### src/rtl/picomips_core_if.sv
// Bus bundle for picomips_core: instruction ROM port, switch input handshake
// and LED output. The core binds the master modport, the board/ROM side the slave.
interface picomips_core_if #(
  parameter int DW    = 8,
  parameter int NREG  = 8,
  parameter int PSIZE = 5
);
  localparam int RA    = $clog2(NREG);
  localparam int ISIZE = 3 + 2*RA + DW;

  logic [PSIZE-1:0] iaddr;
  logic [ISIZE-1:0] idata;

  // Input handshake: a word transfers on an enabled clk edge where
  // in_valid & in_ready are both high; in_valid is a level strobe that the
  // core requires to drop before it will take another word.
  logic [DW-1:0]    in_data;
  logic             in_valid;
  logic             in_ready;

  logic [DW-1:0]    dataout;
  logic             out_valid;

  modport master (
    output iaddr,
    input  idata,
    input  in_data,
    input  in_valid,
    output in_ready,
    output dataout,
    output out_valid
  );

  modport slave (
    input  iaddr,
    output idata,
    output in_data,
    output in_valid,
    input  in_ready,
    input  dataout,
    input  out_valid
  );
endinterface

### src/rtl/picomips_core.sv
// Single-issue picoMIPS core: PC, register file, fractional multiply ALU,
// branches and a one-word-per-strobe input FSM. PICOMIPS_SAT_EN selects saturating arithmetic.
module picomips_core #(
  parameter int DW    = 8,
  parameter int NREG  = 8,
  parameter int PSIZE = 5,
  parameter int FRAC  = DW - 1
) (
  input  logic              clk,
  input  logic              rst,
  input  logic              en,
  picomips_core_if.master   bus,
  output logic              dbg_in_state
);
  localparam int RA    = $clog2(NREG);
  localparam int ISIZE = 3 + 2*RA + DW;

  typedef enum logic [2:0] {
    OP_NOP  = 3'b000,
    OP_ADD  = 3'b001,
    OP_ADDI = 3'b010,
    OP_MULI = 3'b011,
    OP_IN   = 3'b100,
    OP_OUT  = 3'b101,
    OP_BEQ  = 3'b110,
    OP_J    = 3'b111
  } opcode_e;

  typedef enum logic {
    IN_ARMED    = 1'b0,
    IN_DISARMED = 1'b1
  } in_state_e;

  logic [PSIZE-1:0] pc_q, pc_d;
  logic [DW-1:0]    regs_q [NREG];
  logic [DW-1:0]    regs_d [NREG];
  logic [DW-1:0]    dataout_q, dataout_d;
  logic             out_valid_q, out_valid_d;
  in_state_e        state_q, state_d;

  opcode_e          op;
  logic [RA-1:0]    rd;
  logic [RA-1:0]    rs;
  logic [DW-1:0]    imm;
  logic [DW-1:0]    rd_val;
  logic [DW-1:0]    rs_val;

  logic signed [2*DW-1:0] mul_prod;
  logic [DW-1:0]    add_res;
  logic [DW-1:0]    addi_res;
  logic [DW-1:0]    mul_res;

  logic             wr_en;
  logic [DW-1:0]    wr_data;
  logic             in_ready;

  assign op  = opcode_e'(bus.idata[ISIZE-1 -: 3]);
  assign rd  = bus.idata[DW+2*RA-1 -: RA];
  assign rs  = bus.idata[DW+RA-1 -: RA];
  assign imm = bus.idata[DW-1:0];

  assign rd_val = (rd == '0) ? '0 : regs_q[rd];
  assign rs_val = (rs == '0) ? '0 : regs_q[rs];

  assign mul_prod = $signed({{DW{rs_val[DW-1]}}, rs_val}) *
                    $signed({{DW{imm[DW-1]}}, imm});

`ifdef PICOMIPS_SAT_EN
  localparam logic signed [2*DW-1:0] SAT_MAX = {{(DW+1){1'b0}}, {(DW-1){1'b1}}};
  localparam logic signed [2*DW-1:0] SAT_MIN = {{(DW+1){1'b1}}, {(DW-1){1'b0}}};

  function automatic logic [DW-1:0] sat(input logic signed [2*DW-1:0] v);
    if (v > SAT_MAX)      sat = SAT_MAX[DW-1:0];
    else if (v < SAT_MIN) sat = SAT_MIN[DW-1:0];
    else                  sat = v[DW-1:0];
  endfunction

  // Operands widened to 2*DW so the true result is known before clamping.
  assign add_res  = sat($signed({{DW{rd_val[DW-1]}}, rd_val}) +
                        $signed({{DW{rs_val[DW-1]}}, rs_val}));
  assign addi_res = sat($signed({{DW{rd_val[DW-1]}}, rd_val}) +
                        $signed({{DW{imm[DW-1]}}, imm}));
  assign mul_res  = sat(mul_prod >>> FRAC);
`else
  assign add_res  = rd_val + rs_val;
  assign addi_res = rd_val + imm;
  assign mul_res  = DW'(mul_prod >>> FRAC);
`endif

  always_comb begin
    pc_d        = pc_q;
    state_d     = state_q;
    dataout_d   = dataout_q;
    out_valid_d = 1'b0;
    wr_en       = 1'b0;
    wr_data     = '0;
    in_ready    = 1'b0;

    if (en) begin
      pc_d     = pc_q + 1'b1;
      in_ready = !rst && (state_q == IN_ARMED) && (op == OP_IN);

      // Re-arm on any enabled clk with the strobe low, whatever is executing.
      if (state_q == IN_DISARMED && !bus.in_valid) state_d = IN_ARMED;

      case (op)
        OP_ADD:  begin wr_en = 1'b1; wr_data = add_res;  end
        OP_ADDI: begin wr_en = 1'b1; wr_data = addi_res; end
        OP_MULI: begin wr_en = 1'b1; wr_data = mul_res;  end
        OP_IN: begin
          if (state_q == IN_ARMED && bus.in_valid) begin
            wr_en   = 1'b1;
            wr_data = bus.in_data;
            state_d = IN_DISARMED;
          end else begin
            pc_d = pc_q;
          end
        end
        OP_OUT: begin
          dataout_d   = rs_val;
          out_valid_d = 1'b1;
        end
        OP_BEQ: if (rd_val == rs_val) pc_d = imm[PSIZE-1:0];
        OP_J:   pc_d = imm[PSIZE-1:0];
        default: ;
      endcase
    end
  end

  always_comb begin
    for (int i = 0; i < NREG; i++) regs_d[i] = regs_q[i];
    if (wr_en && rd != '0) regs_d[rd] = wr_data;
  end

  always_ff @(posedge clk or posedge rst) begin
    if (rst) begin
      pc_q        <= '0;
      dataout_q   <= '0;
      out_valid_q <= 1'b0;
      state_q     <= IN_ARMED;
      for (int i = 0; i < NREG; i++) regs_q[i] <= '0;
    end else begin
      pc_q        <= pc_d;
      dataout_q   <= dataout_d;
      out_valid_q <= out_valid_d;
      state_q     <= state_d;
      for (int i = 0; i < NREG; i++) regs_q[i] <= regs_d[i];
    end
  end

  assign bus.iaddr     = pc_q;
  assign bus.dataout   = dataout_q;
  assign bus.out_valid = out_valid_q;
  assign bus.in_ready  = in_ready;
  assign dbg_in_state  = state_q;
endmodule

### src/flat_wrapper.sv
// flat-port wrapper written by rule: the top's interface ports become plain ports
module picomips_core_flat 
#(
  parameter int DW    = 8,
  parameter int NREG  = 8,
  parameter int PSIZE = 5,
  parameter int FRAC  = DW - 1
)
  (clk, rst, en, dbg_in_state, bus_iaddr, bus_idata, bus_in_data, bus_in_valid, bus_in_ready, bus_dataout, bus_out_valid);
  picomips_core_if #(.DW(DW), .NREG(NREG), .PSIZE(PSIZE)) bus_i ();
  input  logic clk;
  input  logic rst;
  input  logic en;
  output logic dbg_in_state;
  output wire logic [$bits(bus_i.iaddr)-1:0] bus_iaddr;
  input wire logic [$bits(bus_i.idata)-1:0] bus_idata;
  input wire logic [$bits(bus_i.in_data)-1:0] bus_in_data;
  input wire logic [$bits(bus_i.in_valid)-1:0] bus_in_valid;
  output wire logic [$bits(bus_i.in_ready)-1:0] bus_in_ready;
  output wire logic [$bits(bus_i.dataout)-1:0] bus_dataout;
  output wire logic [$bits(bus_i.out_valid)-1:0] bus_out_valid;
  assign bus_iaddr = bus_i.iaddr;
  assign bus_i.idata = bus_idata;
  assign bus_i.in_data = bus_in_data;
  assign bus_i.in_valid = bus_in_valid;
  assign bus_in_ready = bus_i.in_ready;
  assign bus_dataout = bus_i.dataout;
  assign bus_out_valid = bus_i.out_valid;
  picomips_core #(.DW(DW), .NREG(NREG), .PSIZE(PSIZE), .FRAC(FRAC)) u_core (.clk(clk), .rst(rst), .en(en), .bus(bus_i), .dbg_in_state(dbg_in_state));
endmodule
### config.mk
export PLATFORM = sky130hd
export DESIGN_NAME = picomips_core_flat
export DESIGN_NICKNAME = d
export VERILOG_FILES = /design/src/rtl/picomips_core_if.sv /design/src/rtl/picomips_core.sv /design/src/flat_wrapper.sv
export SDC_FILE = /design/constraint.sdc
export NUM_CORES = 1
export LEC_CHECK = 0
export CAP_MARGIN = 20
export CORE_ASPECT_RATIO = 0.8
export CORE_MARGIN = 5
export CORE_UTILIZATION = 35
export CTS_CLUSTER_DIAMETER = 50
export DETAILED_ROUTE_END_ITERATION = 6
export PLACE_DENSITY = 0.51
export SKIP_LAST_GASP = 1
export SLEW_MARGIN = 20
export SYNTH_ARGS = -nofsm -noshare
export SYNTH_HDL_FRONTEND = slang
export SYNTH_SLANG_ARGS = --single-unit
### constraint.sdc
create_clock -name clk -period 7.54 [get_ports clk]
set_input_delay 1.885 -clock clk [delete_from_list [all_inputs] [get_ports clk]]
set_output_delay 1.885 -clock clk [all_outputs]
set_load 0.02 [all_outputs]
# Word-level counts from Yosys, hierarchy flattened
# Index checks and enable logic that the tools add are counted.
# totals
regBits,79
latchBits,0
ram_bits,0
romBits,0
input_bits,29
memories,0
# classes
add_sub_neg,3
multipliers,1
div_mod_pow,0
magnitude_cmp,3
eq_ne,9
shifts,0
mux,26
bitwise,3
n_reduce_logical,14
# op_table
operator,count
8-bit two-way mux,9
64-bit bitwise mux,1
8-bit binary-select mux with 3-bit select,2
8-bit case mux with 4 select lines,1
8-bit demux with 3-bit select,1
8-bit adder,2
8-bit by 8-bit multiplier with 15-bit output,1
5-bit case mux with 3 select lines,1
"3-bit == test, second input constant",4
5-bit two-way mux,2
8-bit == test,1
"4-bit >= comparator, second input constant",2
1-bit two-way mux,8
3-bit inverter with 4-bit output,2
"3-bit by 2-bit == test with 1-bit output, second input constant",2
1-bit logical AND,6
3-bit zero test,2
"5-bit by 1-bit adder with 5-bit output, second input constant",1
"4-bit by 1-bit < comparator with 1-bit output, second input constant",1
2-bit AND reduction,2
"3-bit by 1-bit == test with 1-bit output, second input constant",1
3-bit nonzero test,1
3-bit OR reduction,1
1-bit zero test,2
3 further kinds,3

# Depth between registers and ports, before layout
# depth
word_depth,9
ltp_mapped,23
depth_no_buf,20

# Least setup slack after synthesis
# No wires, ideal clock.
# synth_timing
path_type,input port to flip-flop
start,input bus_idata[8]
end,register u_core.regs_q[14] (netlist name)
setup_time_ns,0.125
arrival_ns,7.167
required_time_ns,7.415
slack_ns,0.248
cell_stages,21
path_buffers,3
path_cell_list,buf_2 -> nor2b_1 -> buf_2 -> a221oi_1 -> a221oi_1 -> clkbuf_1 -> and2_1 -> fa_1 -> fa_1 -> fa_1 -> inv_1 -> fa_1 -> inv_1 -> ha_1 -> nor3_1 -> nor2_1 -> a311oi_1 -> o21bai_1 -> nor3b_1 -> a2111o_1 -> mux2_2
# synth_between
elab_chain_cells,9
elab_cells_between_ends,11
cone_classes,1 x add/sub; 1 x mul; 7 x mux; 1 x bitwise; 1 x reduce/logical
# synth_rtl
item,line,source
start: declaration,flat_wrapper.sv:16,input wire logic [$bits(bus_i.idata)-1:0] bus_idata;
3-bit inverter with 4-bit output (not written as such),picomips_core.sv:63,assign rs_val = (rs == '0) ? '0 : regs_q[rs];
8-bit binary-select mux with 3-bit select,picomips_core.sv:63,
8-bit two-way mux (not written as such) (2 in series),picomips_core.sv:63,
8-bit two-way mux *,picomips_core.sv:63,
8-bit by 8-bit multiplier with 15-bit output or 8-bit adder (tied branches),"picomips_core.sv:65, picomips_core.sv:85",
8-bit case mux with 4 select lines *,picomips_core.sv:106,case (op)
8-bit two-way mux *,picomips_core.sv:99,if (en) begin
64-bit bitwise mux *,picomips_core.sv:132,if (wr_en && rd != '0) regs_d[rd] = wr_data;
end: declaration,picomips_core.sv:35,logic [DW-1:0] regs_q [NREG];
# Mark *: on every way between the ends. The rest lies on a longest branch, timed or not. The select of a mux whose other input is x is not followed.
# A chain may end at the register's enable or synchronous reset.

# Worst setup path after layout
# layout_timing
start,input bus_idata[9]
end,register u_core.regs_q[10] (netlist name)
# The elaborated chain is that of the path after synthesis.

==> results.rst <==
.. list-table::
   :header-rows: 1

   * - Metric
     - Value
   * - Run status
     - finished clean
   * - Clock skew
     - 8.28 ps
   * - Drt first pass iters
     - 5
   * - Standby leakage power
     - 0.00428 uW
   * - Area share of the leading cell type in the synthesized netlist
     - 25.4%
   * - Mapped cell area
     - 0.00701 sq mm
   * - Slew at the pin with the worst max-slew slack
     - 961 ps
   * - Total power density per cell area
     - 355 mW/mm^2
   * - Layout Cell Area excl Fill
     - 0.00873 sq mm
   * - Width of the die
     - 168 microns
   * - Input/output buffers
     - 44
   * - Residual DRC
     - 0
   * - Initial DRC count
     - 474
   * - Final Wtd Congestion
     - 0.888
   * - Initial Utilization
     - 35.5%
   * - Clock H-tree levels
     - 3
   * - Initial antenna violation count
     - 0
   * - Via density per instance
     - 5.39
   * - Total negative slack for setup checks
     - 0 ps
   * - Cell at the root of the clock tree
     - sky130_fd_sc_hd__clkbuf_16
   * - Start point of the critical path
     - bus_idata[9]
   * - Maximum fanout along the worst path
     - 8
   * - Sequential area share after synthesis
     - 25.4%
   * - Worst path buffer plus inverter count
     - 8
   * - Signal arrival time at the worst endpoint
     - 7460 ps
   * - Start point of the worst min-delay path
     - u_core.bus.dataout[2]
   * - Detailed-route via count
     - 5986
   * - Post-CTS Setup Repair Bufs
     - 0
   * - Number of setup violations in the final report
     - 0
   * - Busiest metal layer after global routing
     - met2
   * - Worst vdd ir
     - 0.000312 V
   * - Area delta synth->final
     - 24.6%
   * - Relative slew margins
     - 35.8%
   * - Maximum frequency from static timing analysis
     - 0.138 GHz
   * - Final period util
     - 95.9%
   * - Number of buffers inserted for hold repair after clock tree synthesis
     - 0
   * - Number of inserted diodes
     - 0
   * - Aggregate routed wire length
     - 22000 microns
   * - Final min period
     - 7230 ps
   * - Final net count
     - 954
   * - #FFs+latches synth
     - 71
   * - Ratio of cells with drive above 1 in the final layout
     - 24.6%
   * - Maximum clock path buffer count
     - 2
   * - Post-synth net total
     - 832
   * - Met1 demand-to-capacity share in global routing
     - 28.0%
   * - Critical-path top delay cell
     - sky130_fd_sc_hd__fa_1
   * - Top cell family by delay on the critical path
     - adder cells
   * - Placed cell area
     - 0.00834 sq mm
   * - Overflow left after global routing
     - 0
   * - Final hold violations
     - 0
   * - Clock tree from TritonCTS
     - done
   * - Number of primary I/O pins
     - 45
   * - Clock-pin slew on the worst setup and hold paths
     - 60 ps
   * - Syn Inst Count
     - 719
   * - Worst setup path class
     - input port to register
   * - Warnings from Yosys
     - 0
   * - Largest net degree at the start of global routing
     - 72
   * - Via count of the first global-routing pass
     - 6052
   * - Number of distinct library cells after synthesis
     - 62
   * - Cell count after placement
     - 1094
   * - WP data required
     - 7770 ps
   * - Hold Worst Slack
     - 480 ps
   * - Startpoint of the worst-slack reg-to-reg timing path
     - u_core.regs_q[39]
   * - GRT Util Overall
     - 19.5%
   * - Delay of the slowest cell on the worst path
     - 530 ps
   * - Detail-routed net length per standard cell
     - 19.8 microns
   * - Met2 Resource Use GR
     - 29.9%
   * - Met3 usage
     - 4.48%
   * - Primary flip-flop cell chosen by synthesis mapping
     - sky130_fd_sc_hd__dfrtp_1
   * - Sink count of the clock tree
     - 71
   * - Area of the core
     - 0.0197 sq mm
   * - Fillers
     - 1963
   * - Fin. max-slew vios
     - 0
   * - Post-Synthesis Mean Instance Area
     - 9.74 sq um
   * - Number of buffers inserted during clock tree synthesis
     - 9
   * - Number of routed nets with antenna violations
     - 0
   * - Max-cap viol count
     - 0
   * - Clock Latency Late Sink
     - 350 ps
   * - Nature of the critical path endpoint
     - register
   * - Largest area contributor in the netlist
     - sky130_fd_sc_hd__dfrtp_1
   * - Critical path launch point type
     - input port
   * - Placed wire-length estimate after detailed placement
     - 17500 microns
   * - Site Rows
     - 46
   * - Post-synth EDFFs
     - 0
   * - DIE AREA
     - 0.0230 sq mm
   * - Global-route wire length before repair
     - 34800 microns
   * - Setup repair after global routing missed its margin
     - no
   * - List of cells traversed by the critical path
     - clkbuf_2, buf_6, mux2_2, a221o_1, and3_1, fa_1, inv_1, fa_1, inv_1, fa_1, inv_1, fa_1, inv_1, ha_1, o21ai_0, buf_4, o21bai_1, buf_4, a21oi_1, xnor2_1, a222oi_1, nor2_2, mux2_2
   * - Hold Path Class
     - register to register
   * - Final std cells w/o fill
     - 1110
   * - Most area-consuming cells after synthesis
     - sky130_fd_sc_hd__dfrtp_1 (25%), sky130_fd_sc_hd__fa_1 (15%), sky130_fd_sc_hd__mux2_2 (12%), sky130_fd_sc_hd__ha_1 (5.9%), sky130_fd_sc_hd__mux2i_1 (5.1%)
   * - Vertical extent of the die
     - 137 microns
   * - Async set-reset flop share out of synthesis
     - 100%
synth_stat cells (4+ instances only):
library cell	count
sky130_fd_sc_hd__ha_1	33
sky130_fd_sc_hd__mux2i_1	36
sky130_fd_sc_hd__mux2_2	72
sky130_fd_sc_hd__and2_1	15
sky130_fd_sc_hd__a22o_1	13
sky130_fd_sc_hd__o31ai_1	10
sky130_fd_sc_hd__a21oi_1	11
sky130_fd_sc_hd__nor2_1	44
sky130_fd_sc_hd__o21ai_0	17
sky130_fd_sc_hd__xor2_1	4
sky130_fd_sc_hd__a221oi_1	20
sky130_fd_sc_hd__fa_1	51
sky130_fd_sc_hd__buf_2	4
sky130_fd_sc_hd__inv_1	81
sky130_fd_sc_hd__o211a_1	6
sky130_fd_sc_hd__a22oi_1	7
sky130_fd_sc_hd__xnor2_1	18
sky130_fd_sc_hd__a221o_1	6
sky130_fd_sc_hd__nor3b_1	4
sky130_fd_sc_hd__nor2b_1	5
sky130_fd_sc_hd__nand3_1	6
sky130_fd_sc_hd__clkbuf_1	17
sky130_fd_sc_hd__a211oi_1	7
sky130_fd_sc_hd__nor3_1	12
sky130_fd_sc_hd__dfrtp_1	71
sky130_fd_sc_hd__and3_1	26
sky130_fd_sc_hd__nand4_1	5
sky130_fd_sc_hd__nand2_1	61
layer usage:
metal	wire length, microns	vias up
met1	10400	2969
met3	1410	28
met5	0	-
met2	9830	195
met4	313	0
li1	-	2794
worst reg2reg max path: stages, from the launching register on:
cell	delay, ps
sky130_fd_sc_hd__dfrtp_1	390
sky130_fd_sc_hd__mux2_2	280
sky130_fd_sc_hd__a221oi_2	260
sky130_fd_sc_hd__buf_4	170
sky130_fd_sc_hd__nor2_4	50
sky130_fd_sc_hd__and2_1	180
sky130_fd_sc_hd__fa_1	560
sky130_fd_sc_hd__inv_1	80
sky130_fd_sc_hd__fa_1	530
sky130_fd_sc_hd__inv_1	50
sky130_fd_sc_hd__fa_1	520
sky130_fd_sc_hd__inv_1	50
sky130_fd_sc_hd__fa_1	530
sky130_fd_sc_hd__inv_1	40
sky130_fd_sc_hd__ha_1	200
sky130_fd_sc_hd__or4_1	560
sky130_fd_sc_hd__a211oi_2	230
sky130_fd_sc_hd__buf_4	160
sky130_fd_sc_hd__o31ai_2	80
sky130_fd_sc_hd__xnor2_1	210
sky130_fd_sc_hd__o21ai_2	150
sky130_fd_sc_hd__mux2_2	300
what timing repair did:
item	4_1_cts	5_1_grt
gates resized for setup	14	10
endpoints found under the setup margin	42	42
pin swaps	1	4
kinds of logic after synthesis:
logic type | after synthesis | synth area share, %
flops | 71 | 25.4
xor+xnor | 22 | 2.75
fa+ha+maj | 84 | 20.5
mux | 109 | 16.9
compound gates | 122 | 13.6
simple gates | 197 | 13.9
buf+inv | 114 | 6.95
layout by cell type, fill, tap and decap left out, drive strengths merged, types with 3 or more instances in the layout:
cell / count
or4: 3
nand2b: 3
mux2i: 36
nand3b: 3
nand2: 61
mux2: 73
nor4: 4
nor3b: 5
a222oi: 3
a221oi: 21
ha: 33
dfrtp: 71
and3: 26
nand4: 5
nand3: 6
buf: 98
nor2b: 5
nor3: 12
clkinv: 3
o211a: 6
clkbuf: 12
a211oi: 7
o31ai: 10
a21oi: 11
xor2: 4
nor2: 45
a22o: 13
o21ai: 18
o41ai: 3
and2: 16
xnor2: 18
clkdlybuf4s50: 41
a22oi: 7
fa: 51
inv: 82
a221o: 6
registers in the layout (all words and copies together), names as in the netlist:
signal and flops:
u_core.bus.iaddr 5, u_core.dbg_in_state 1, u_core.bus.out_valid 1, u_core.regs_q 56, u_core.bus.dataout 8
power by group:
part           total [uW]  switching (uW)  internal [uW]
combinational        2060            1090            975
sequential            554            82.9            471
clock                 477             177            300
total                3090            1350           1750
through the flow:
step	setup WS, ps	utilization, %	total power, uW
floorplan	248	-	1780
global placement	-631	42.2	2550
detailed placement	-692	42.2	2580
CTS	10.9	44.2	3130
global route	54.8	44.2	3360
finish	311	44.2	3090
path summary, 6_finish.rpt:
path                            slack (ps)                     to  cells past startpoint
worst max-delay path                   310      u_core.regs_q[10]                     23
min in group asynchronous             2190    u_core.bus.iaddr[0]                      3
worst max register to register        1820      u_core.regs_q[31]                     21
max in group asynchronous             4740      u_core.regs_q[30]                      3
worst min register to register         480  u_core.bus.dataout[2]                      2
worst min-delay path                   480  u_core.bus.dataout[2]                      2
area by class of cell:
class | count | area [sq um] | area share [%]
multi-input cells | 534 | 4800 | 55.0
flip-flops and latches | 71 | 1780 | 20.4
repair buffers | 142 | 1170 | 13.4
well taps | 264 | 330 | 3.79
inverters | 83 | 312 | 3.57
clock buffers | 10 | 239 | 2.74
clock inverters | 6 | 92.6 | 1.06
No activity file was read; power rests on OpenSTA's default activity.
